[src/rtl/b_source_sequencer_if.sv]
// Handshake bundle between decode/timing logic and the B-side load sequencer.
interface b_source_sequencer_if;
  logic [2:0] req;
  logic       flush;
  logic       invalidate;
  logic       load_not_db;
  logic       load_db;
  logic       load_adr;
  logic [2:0] ack;
  logic       busy;
  logic       b_valid;
  logic [1:0] b_src;

  modport master (
    output req, flush, invalidate,
    input  load_not_db, load_db, load_adr,
    input  ack, busy, b_valid, b_src
  );

  modport slave (
    input  req, flush, invalidate,
    output load_not_db, load_db, load_adr,
    output ack, busy, b_valid, b_src
  );
endinterface

[src/rtl/b_source_sequencer.sv]
// ALU B-input load sequencer: arbitrate, hold one-hot strobe, then ack.
// Build option B_SEQ_ROUND_ROBIN_EN selects round-robin arbitration.
module b_source_sequencer #(
  parameter int LOAD_CYCLES = 1,
  parameter int CNT_W       = 4
) (
  input logic                 clk,
  input logic                 reset,
  b_source_sequencer_if.slave bus
);

  localparam int LC = (LOAD_CYCLES < 1) ? 1 : LOAD_CYCLES;
  localparam logic [CNT_W-1:0] CNT_INIT = CNT_W'(LC - 1);

  typedef enum logic [1:0] {
    IDLE,
    LOAD,
    ACK
  } state_t;

  state_t           state, state_nx;
  logic [CNT_W-1:0] cnt, cnt_nx;
  logic [1:0]       grant, grant_nx;
  logic [1:0]       pick;
  logic             b_valid_q, b_valid_nx;
  logic [1:0]       b_src_q, b_src_nx;

`ifdef B_SEQ_ROUND_ROBIN_EN
  logic [1:0] last, last_nx;

  // Search begins at the requester after the last completed grant
  always_comb begin
    pick = 2'd0;
    unique case (last)
      2'd0:    pick = bus.req[1] ? 2'd1 :
                      bus.req[2] ? 2'd2 : 2'd0;
      2'd1:    pick = bus.req[2] ? 2'd2 :
                      bus.req[0] ? 2'd0 : 2'd1;
      default: pick = bus.req[0] ? 2'd0 :
                      bus.req[1] ? 2'd1 : 2'd2;
    endcase
  end

  always_ff @(posedge clk) begin
    if (reset) last <= 2'd2;
    else       last <= last_nx;
  end
`else
  // Same precedence as the B register input mux
  always_comb begin
    pick = 2'd0;
    priority case (1'b1)
      bus.req[0]: pick = 2'd0;
      bus.req[1]: pick = 2'd1;
      bus.req[2]: pick = 2'd2;
      default:    pick = 2'd0;
    endcase
  end
`endif

  always_ff @(posedge clk) begin
    if (reset) begin
      state     <= IDLE;
      cnt       <= '0;
      grant     <= 2'd0;
      b_valid_q <= 1'b0;
      b_src_q   <= 2'd3;
    end else begin
      state     <= state_nx;
      cnt       <= cnt_nx;
      grant     <= grant_nx;
      b_valid_q <= b_valid_nx;
      b_src_q   <= b_src_nx;
    end
  end

  always_comb begin
    state_nx   = state;
    cnt_nx     = cnt;
    grant_nx   = grant;
    b_valid_nx = b_valid_q;
    b_src_nx   = b_src_q;
`ifdef B_SEQ_ROUND_ROBIN_EN
    last_nx    = last;
`endif
    if (bus.invalidate) begin
      b_valid_nx = 1'b0;
      b_src_nx   = 2'd3;
    end
    if (bus.flush) begin
      state_nx   = IDLE;
      cnt_nx     = '0;
      b_valid_nx = 1'b0;
      b_src_nx   = 2'd3;
    end else begin
      unique case (state)
        IDLE: begin
          if (|bus.req) begin
            grant_nx = pick;
            cnt_nx   = CNT_INIT;
            state_nx = LOAD;
          end
        end
        LOAD: begin
          if (cnt == '0) state_nx = ACK;
          else           cnt_nx   = cnt - CNT_W'(1);
        end
        ACK: begin
          state_nx   = IDLE;
          b_valid_nx = 1'b1;
          b_src_nx   = grant;
`ifdef B_SEQ_ROUND_ROBIN_EN
          last_nx    = grant;
`endif
        end
        default: state_nx = IDLE;
      endcase
    end
  end

  assign bus.load_not_db = (state == LOAD) && (grant == 2'd0);
  assign bus.load_db     = (state == LOAD) && (grant == 2'd1);
  assign bus.load_adr    = (state == LOAD) && (grant == 2'd2);
  assign bus.ack         = (state == ACK) ? (3'b001 << grant) : 3'b000;
  assign bus.busy        = (state != IDLE);
  assign bus.b_valid     = b_valid_q;
  assign bus.b_src       = b_src_q;

endmodule

[src/flat_wrapper.sv]
// flat-port wrapper written by rule: the top's interface ports become plain ports
module b_source_sequencer_flat 
#(
  parameter int LOAD_CYCLES = 1,
  parameter int CNT_W       = 4
)
  (clk, reset, bus_req, bus_flush, bus_invalidate, bus_load_not_db, bus_load_db, bus_load_adr, bus_ack, bus_busy, bus_b_valid, bus_b_src);
  b_source_sequencer_if bus_i ();
  input logic clk;
  input logic reset;
  input wire logic [$bits(bus_i.req)-1:0] bus_req;
  input wire logic [$bits(bus_i.flush)-1:0] bus_flush;
  input wire logic [$bits(bus_i.invalidate)-1:0] bus_invalidate;
  output wire logic [$bits(bus_i.load_not_db)-1:0] bus_load_not_db;
  output wire logic [$bits(bus_i.load_db)-1:0] bus_load_db;
  output wire logic [$bits(bus_i.load_adr)-1:0] bus_load_adr;
  output wire logic [$bits(bus_i.ack)-1:0] bus_ack;
  output wire logic [$bits(bus_i.busy)-1:0] bus_busy;
  output wire logic [$bits(bus_i.b_valid)-1:0] bus_b_valid;
  output wire logic [$bits(bus_i.b_src)-1:0] bus_b_src;
  assign bus_i.req = bus_req;
  assign bus_i.flush = bus_flush;
  assign bus_i.invalidate = bus_invalidate;
  assign bus_load_not_db = bus_i.load_not_db;
  assign bus_load_db = bus_i.load_db;
  assign bus_load_adr = bus_i.load_adr;
  assign bus_ack = bus_i.ack;
  assign bus_busy = bus_i.busy;
  assign bus_b_valid = bus_i.b_valid;
  assign bus_b_src = bus_i.b_src;
  b_source_sequencer #(.LOAD_CYCLES(LOAD_CYCLES), .CNT_W(CNT_W)) u_core (.clk(clk), .reset(reset), .bus(bus_i));
endmodule
[config.mk]
export PLATFORM = sky130hd
export DESIGN_NAME = b_source_sequencer_flat
export DESIGN_NICKNAME = d
export VERILOG_FILES = /design/src/rtl/b_source_sequencer_if.sv /design/src/rtl/b_source_sequencer.sv /design/src/flat_wrapper.sv
export SDC_FILE = /design/constraint.sdc
export NUM_CORES = 1
export LEC_CHECK = 0
export CAP_MARGIN = 20
export CORE_AREA = 2 2 39 41
export DETAILED_ROUTE_END_ITERATION = 12
export DIE_AREA = 0 0 41 43
export GPL_TIMING_DRIVEN = 0
export PLACE_DENSITY_LB_ADDON = 0.15
export SLEW_MARGIN = 20
export SYNTH_ARGS = -nofsm -noshare
export SYNTH_HDL_FRONTEND = slang
export SYNTH_SLANG_ARGS = --single-unit
[constraint.sdc]
create_clock -name clk -period 1.7 [get_ports clk]
set_input_delay 0.34 -clock clk [delete_from_list [all_inputs] [get_ports clk]]
set_output_delay 0.34 -clock clk [all_outputs]
set_load 0.005 [all_outputs]
==> results.ini <==
[routing]
vias_per_cell=5.12
drt-initial-drc-count=9
drt-total-wl_um=1160
drc_errors=0
num_vias=538
dr.pass1.iters=4
wl_per_cell_um=11.0
ant_nets=0

[cells_and_area]
utilization_pct=55.6
fill_cells=146
drive_above_1_share_pct=14.6
fin_nets=99
postLayoutCellArea_sq_um=769
final_cell_mix=9 x clkdlybuf4s50_1, 9 x dfxtp_1, 7 x nor2_1
antenna_cells=0
area_growth_syn_to_layout_pct=41.1

[pwr]
p_clk_share_pct=35.8
power_uw=530
p_int_uw=393
ir_drop_v=0.000399
p_sw_uw=137
p_leak_nw=0.330
comb_power_share_pct=13.0
powerDensity_nw_per_um2=689
seqPwrFrac_pct=51.2
p_sw_share_pct=25.9

[min_path]
min_path_cells=2
hp-class=reg -> reg

[timing]
tightest_slew_ns=0.547
relSlewSlack_pct=63.4
fmax_mhz=619
setup_viol=0
skew_ns=0.00175
hold_ws_ns=0.480
finalSetupTns_ns=0
fin_crit_sh_pct=95.1
rsz0062_at_grt=no
post-route-min-period_ns=1.62
finalHoldViolations=0
drv_slew=0

[synthesis]
syn-num-nets=76
ys_types=26
syn_avg_cell_area_sq_um=8.14
syn_inst=67
seq_area_frac_synth_pct=40.4
ys_warn_count=0
synth_area_sq_um=546
synth-seq-cells=11

[place]
globalplace.congestion=0.716
port_buffers=16
dp.final_hpwl_um=859
placedInstanceArea_sq_um=726

[setup_path]
critPathLaunchType=register
cp_max_fo=5
setup.worst_path.class=reg -> out
rrSetupSlack_ns=0.17
cp_data_required_time_ns=1.36
ff2ff_path_depth=5
critical_path_arrival_ns=1.28
worstSetupEndpointType=output port

[clock_network]
holdBufCountCts=0
clkLatencyLatePin_ns=0.28
h-tree-depth=1
numCtsBuffers=3
cts_sinks=11
cts_tree=done
path_clk_slew_ns=0.07
clk_path_buf_depth=2
cts_root_buffer=clkbuf_4

[floorplanning]
row_count=14
core_area_sq_um=1380
dieHeight_um=43
start_util_pct=39.4
die_area_sq_um=1760
die_x_um=41
io_pins=17

[global_route]
grt_usage_pct=16.6
antenna_found_initial=0
grt_pass1_wl_um=1900
grt_start_max_net_pins=11
grt_pass1_vias=461
gr-total-overflow=0

[status]
outcome=finished, final reports clean

[job]
drv_cap=0

[power by group through the flow]
| stage | clock, mW | sequential [mW] | combinational (mW) |
|---|---|---|---|
| 3_3_place_gp | 0 | 0.276 | 0.0688 |
| 3_5_place_dp | 0 | 0.276 | 0.0691 |
| 6_report | 0.190 | 0.271 | 0.0690 |
| 4_1_cts | 0.194 | 0.271 | 0.0695 |
| 2_1_floorplan | 0 | 0.274 | 0.0344 |
| 5_1_grt | 0.208 | 0.273 | 0.0759 |
[critical path, stage by stage, from the launching register on]
cell and delay (ns):
dfxtp_2 0.36, or2b_1 0.26, buf_4 0.15, nor3_2 0.10
buf_2 0.13
[final timing paths]
path                   start            end
min reg2reg    u_core.cnt[1]  u_core.cnt[1]
min            u_core.cnt[1]  u_core.cnt[1]
max reg2reg    u_core.cnt[0]  u_core.cnt[1]
max          u_core.state[1]     bus_ack[0]
[registers in the layout, indices dropped and copies added, names as in the netlist]
name / count
u_core.cnt: 4
u_core.state: 2
u_core.grant: 2
u_core.bus.b_valid: 1
u_core.bus.b_src: 2
[kinds of logic after synthesis]
group	share of synthesized area (%)
and+or+nand+nor	33.3
AOI/OAI and AO/OA	15.4
DFF	40.4
buffers and inverters	4.58
adders and majority gates	4.59
muxes	1.83
[synth_stat cells (all sizes together)]
| cell type | number | area, sq um |
|---|---|---|
| a211oi | 1 | 7.51 |
| nor3b | 1 | 7.51 |
| nor2 | 7 | 26.3 |
| mux2i | 1 | 10.0 |
| inv | 4 | 15.0 |
| or2b | 1 | 7.51 |
| nor2b | 1 | 6.26 |
| buf | 1 | 5.00 |
| or3 | 2 | 12.5 |
| dfxtp | 11 | 220 |
| nand2b | 3 | 18.8 |
| o31ai | 1 | 7.51 |
| or4 | 2 | 15.0 |
| nand3b | 1 | 7.51 |
| ha | 2 | 25.0 |
| and3 | 1 | 6.26 |
| nand2 | 1 | 3.75 |
| o22a | 1 | 8.76 |
| or4b | 1 | 10.0 |
| o21ai | 6 | 30.0 |
| clkbuf | 1 | 5.00 |
| or2 | 2 | 12.5 |
| and2b | 1 | 7.51 |
| a21oi | 6 | 30.0 |
| nor3 | 8 | 40.0 |
[cell type report]
cell class                      count  area (sq um)  area share, %
Inverter                            4          15.0           1.95
Multi-Input combinational cell     50           310           40.3
Buffer                              2          12.5           1.63
Clock buffer                        4          26.3           3.41
Sequential cell                    11           223           28.9
Tap cell                           16          20.0           2.60
Timing Repair Buffer               18           163           21.1
[per-stage QoR]
step | worst slack, ns | std cells
after floorplan | 0.337 | 67
after CTS | 0.0782 | 105
after global routing | 0.00476 | 105
after global placement | 0.00607 | 99
final | 0.0834 | 105
after detailed placement | -0.00397 | 99
[metal layers]
metal  wire length [um]  vias up  global-route usage (%)
li1                   -      282                       -
met1                561      239                    21.8
met2                531       15                    21.3
met3                 55        2                    6.28
met4                 11        0                    12.0
met5                  0        -                       0
[what timing repair did]
action | in CTS | in global routing
gates resized for setup | 15 | 0
buffers inserted | 2 | 0
endpoints found under the setup margin | 7 | 0
Note: power is estimated with default switching activity, not from simulation.
==> variant 1: new RTL, same flow settings <==
The 3 states of `state_t` get a one-hot encoding in 3 bits.
--- a/src/rtl/b_source_sequencer.sv
+++ b/src/rtl/b_source_sequencer.sv
@@ -12,10 +12,10 @@
   localparam int LC = (LOAD_CYCLES < 1) ? 1 : LOAD_CYCLES;
   localparam logic [CNT_W-1:0] CNT_INIT = CNT_W'(LC - 1);
 
-  typedef enum logic [1:0] {
-    IDLE,
-    LOAD,
-    ACK
+  typedef enum logic [2:0] {
+    IDLE = 3'b001,
+    LOAD = 3'b010,
+    ACK  = 3'b100
   } state_t;
 
   state_t           state, state_nx;
Formal check against the unedited RTL: no difference found for any inputs over 10 cycles, from zero or initial values and one cycle with reset high; not proved beyond that.
==> variant 1 against the unedited design <==
The flow now finishes with violations (negative setup slack). Wire length rose by 34%. Worst setup slack got worse by 0.11 ns. Total power rose by 14%. Sequential cell count rose by 1. Worst hold slack improved by 0.021 ns. Design area rose by 19%. Clock skew fell by 0.0011 ns. Die area did not move. Core utilization rose by 10 points. Non-clock buffer count rose by 2. Synthesized area rose by 17%. Clock power rose by 19%. Global-route usage rose by 4.9 points. Cell count rose by 7.6%.
==> variant 1: results <==
metrics = {
    "synthesis": {
        "syn-num-nets": 84,
        "yosysSeqAreaShare": 0.377,
        "yosys.area_share.adder": 0.0393,
        "synth_top_cells_by_area": "dfxtp_1 38%, nor2_1 5.3%, nor3b_1 4.7%, or3b_2 4.1%, ha_1 3.9%",
        "netlist_top_cells_count": "12 x dfxtp_1, 9 x nor2_1, 5 x nor3_1, 4 x inv_1, 4 x nor3b_1",
        "compound_gate_portion_of_the_synthesized_area": 0.175,
        "synth_cell_types": 30,
    },
    "critical_path": {
        "timing.critical_path.slowest_stage_cell": "or3b_4",
        "crit_path_end": "bus_load_not_db",
        "timing.critical_path.max_delay_family": "simple AND/OR/NAND/NOR gates",
        "worst-r2r-setup-slack_ns": 0.01,
        "arrival_ns": 1.39,
        "crit_start": "u_core.state[2]$_SDFFE_PP0P_",
    },
    "timing": {
        "fin_setup_tns_ns": -0.0616,
        "slew_headroom": 0.543,
        "setup-violations-final": 3,
        "final_critical_path_setup_slack_ns": -0.0300,
        "hold-worst-slack_ns": 0.501,
    },
    "power_and_ir_drop": {
        "power_leakage_nw": 0.340,
        "max-vdd-ir-drop_mv": 0.505,
    },
    "drt": {
        "dr_total_vias": 649,
        "routed_wire_length_per_instance_um": 13.8,
    },
    "place": {
        "detailed_place.area_um2": 817,
        "gp_routability_congestion": 0.753,
        "detailedPlace.worstSlack_ns": -0.344,
    },
    "global_route": {
        "grt_max_degree": 9,
        "grt.met3_usage": 0.0471,
        "global_route.usage.met2": 0.366,
    },
    "layout": {
        "final_layout_size_suffix_gt1_frac": 0.340,
        "fin_nets": 107,
    },
    "outcome": {
        "outcome": "finished with violations",
        "violations": "negative setup slack",
    },
}
## variant 1: changes by cell type in the layout (fill, tap and decap cells not counted), moves of 3 or more
| cell | delta |
|---|---|
| buf_2 | +4 |
| nor3_1 | -4 |
| or3b_4 | +3 |
| buf_6 | +4 |
| dfxtp_4 | +3 |
| nor3b_1 | +3 |
| o21ai_0 | -3 |
| a21oi_1 | -4 |
| dlygate4sd2_1 | -6 |
## variant 1: timing repair
item                                    CTS  global route
cloned                                    0             0
gates resized for setup                  37             6
setup buffers                             5             1
pin swaps                                 6             1
endpoints found under the setup margin    8            10
## variant 1: cell families (layout without fill, tap and decap cells)
family / count (synthesis) / count (layout)
flops: 12 / 12
fa+ha+maj: 2 / 2
simple gates: 38 / 38
buf+inv: 8 / 30
compound gates: 15 / 15
## variant 1: area by class of cell
cell class              instances  area, µm²
fillers                       137        472
multi-input cells              55        399
flip-flops and latches         12        251
repair buffers                 22        190
clock buffers                   4       36.3
well taps                      16       20.0
inverters                       4       15.0
## variant 1: worst min path at each step
stage,from,end,cells after the start
2_1_floorplan,reset,u_core.grant[1]$_SDFFE_PP0P_,1
3_3_place_gp,u_core.bus.b_valid$_SDFFE_PP0P_,u_core.bus.b_valid$_SDFFE_PP0P_,2
3_5_place_dp,u_core.bus.b_valid$_SDFFE_PP0P_,u_core.bus.b_valid$_SDFFE_PP0P_,2
4_1_cts,u_core.bus.b_valid$_SDFFE_PP0P_,u_core.bus.b_valid$_SDFFE_PP0P_,2
5_1_grt,u_core.bus.b_valid$_SDFFE_PP0P_,u_core.bus.b_valid$_SDFFE_PP0P_,2
6_report,u_core.bus.b_valid$_SDFFE_PP0P_,u_core.bus.b_valid$_SDFFE_PP0P_,2
## variant 1: through the flow
| stage | instances | utilization |
|---|---|---|
| 2_1_floorplan | 75 | - |
| 3_3_place_gp | 107 | 0.590 |
| 3_5_place_dp | 107 | 0.590 |
| 4_1_cts | 112 | 0.642 |
| 5_1_grt | 113 | 0.659 |
| 6_report | 113 | 0.659 |
## variant 1: worst reg2reg max path, cell delays in order, from the launching register on
cell and delay (ns):
dfxtp_4 0.35, buf_6 0.12, or3b_4 0.40, buf_6 0.15, or4_4 0.51, o311ai_2 0.07
## variant 1: report_power, final
| part | switching, W | internal [W] | total, W |
|---|---|---|---|
| clock network | 0.0000966 | 0.000130 | 0.000227 |
| logic | 0.0000368 | 0.0000447 | 0.0000815 |
| registers | 0.00000951 | 0.000285 | 0.000295 |
## variant 1: metal layers
metal  share of wire  up-vias
met3           0.049        2
met1            0.39      309
li1                -      322
met4          0.0077        0
met5               0        -
met2            0.55       16
==> variant 2: new RTL, same flow settings <==
Made on the original files. The option `B_SEQ_ROUND_ROBIN_EN` is turned on by a define.
--- a/src/rtl/b_source_sequencer.sv
+++ b/src/rtl/b_source_sequencer.sv
@@ -1,5 +1,7 @@
 // ALU B-input load sequencer: arbitrate, hold one-hot strobe, then ack.
 // Build option B_SEQ_ROUND_ROBIN_EN selects round-robin arbitration.
+`define B_SEQ_ROUND_ROBIN_EN
+
 module b_source_sequencer #(
   parameter int LOAD_CYCLES = 1,
   parameter int CNT_W       = 4
Formal check against the unedited RTL: not equivalent (Yosys sat finds a counterexample within 10 cycles, from zero or initial values and one cycle with reset high).
==> variant 2 against the unedited design <==
Die area stayed put. Sequential cell count is 2 higher. Non-clock buffer count is 1 lower. Total power is 17% higher. Design area is 23% higher. Wire length is 30% higher. Synthesized area is 27% higher. Cell count is 15% higher. Worst setup slack worse by 0.042 ns. Worst hold slack better by 0.00051 ns. Largest power group unchanged. Highest routed layer unchanged.
==> variant 2: results <==
metrics = {
    "critical_path": {
        "worstReg2RegEnd": "u_core.state[0]$_SDFFE_PP0P_",
        "arrival_ns": 1.32,
        "timing.critical_path.max_delay_family": "buffers and inverters",
        "path_max_fanout": 10,
        "timing.critical_path.slowest_stage_cell": "dfxtp_4",
    },
    "layout": {
        "layout.clock.cell_area_share": 0.0278,
        "multi_input_cells": 66,
        "num-nonclk-buffers": 19,
        "seq_area_um2": 272,
        "fraction_of_area_in_multi_input_gates": 0.464,
        "non_clock_buffer_area_share": 0.188,
        "fin_nets": 115,
        "final_layout_size_suffix_gt1_frac": 0.152,
        "final.signal_inverter_count": 3,
        "seq_cells": 13,
        "multiInputGateArea_um2": 438,
        "n_fill_cell": 127,
    },
    "min_path": {
        "min_path_type": "reg -> reg",
    },
    "global_route": {
        "global_route.usage.met2": 0.294,
        "grt.met3_usage": 0.0314,
        "via_count_of_the_first_global_routing_pass": 579,
        "grt_util_met1": 0.274,
        "grt_use_total": 0.203,
    },
    "synthesis": {
        "compound_gate_portion_of_the_synthesized_area": 0.177,
        "synth_top_cells_by_area": "dfxtp_1 38%, nand2b_1 5.4%, or3_1 4.5%, a211oi_1 4.3%, nor2_1 4.3%",
        "yosys.area_share.adder": 0.0361,
        "netlist_top_cells_count": "13 x dfxtp_1, 8 x nor2_1, 6 x nand2b_1, 5 x nor3_1, 5 x or3_1",
        "yosysSeqAreaShare": 0.375,
        "synthesis.instances": 84,
        "yosys-mux-area-fraction": 0.0144,
        "synth_cell_types": 30,
        "syn-num-nets": 93,
    },
    "timing": {
        "hold-worst-slack_ns": 0.480,
        "fin_skew_ns": 0.00171,
        "timing_worst_slew_pin_value_ns": 0.508,
    },
    "place": {
        "gp_routability_congestion": 0.726,
        "detailed_place.area_um2": 873,
        "detailed_place_hpwl_um": 1070,
        "detailedPlace.worstSlack_ns": -0.158,
    },
    "drt": {
        "routed-wl-met3_um": 64,
        "met1Wirelength_um": 680,
        "dr_wl_met2_um": 726,
        "routed_wire_length_per_instance_um": 12.5,
        "dr_total_vias": 680,
        "vias_per_inst": 5.62,
    },
    "clock_tree": {
        "clkLatencyLatePin_ns": 0.28,
        "post_cts_resize_count": 17,
        "post_cts_buffers": 0,
    },
    "power_and_ir_drop": {
        "power_leakage_nw": 0.376,
        "power.switching_fraction": 0.262,
        "power_density_nw_per_um2": 655,
        "power_frac_comb": 0.161,
        "power.sequential.fraction": 0.523,
        "max-vdd-ir-drop_mv": 0.505,
    },
    "outcome": {
        "outcome": "finished, final reports clean",
    },
}
## variant 2: cell types whose count changed after synthesis, moves of 3 or more
cell,before,now
or3_1,2,5
nand2b_1,3,6
nor3_1,8,5
a211oi_1,1,4
nand2_1,1,4
## variant 2: worst max-delay path by stage
stage	to	from	cells after the start	slack, ns
after floorplan	u_core.cnt[0]$_SDFFE_PP0P_	u_core.cnt[0]$_SDFFE_PP0P_	5	0.33
after global placement	u_core.state[0]$_SDFFE_PP0P_	bus_req[0]	4	-0.16
after detailed placement	u_core.state[0]$_SDFFE_PP0P_	bus_req[0]	4	-0.16
after CTS	bus_busy	u_core.state[0]$_SDFFE_PP0P_	3	0.01
after global routing	bus_busy	u_core.state[0]$_SDFFE_PP0P_	3	0.0008
final	bus_busy	u_core.state[0]$_SDFFE_PP0P_	3	0.04
## variant 2: tightest hold or removal path, stage by stage (launching register included)
cell and delay (ns):
dfxtp_1 0.32, nand2_1 0.06, mux2i_1 0.05
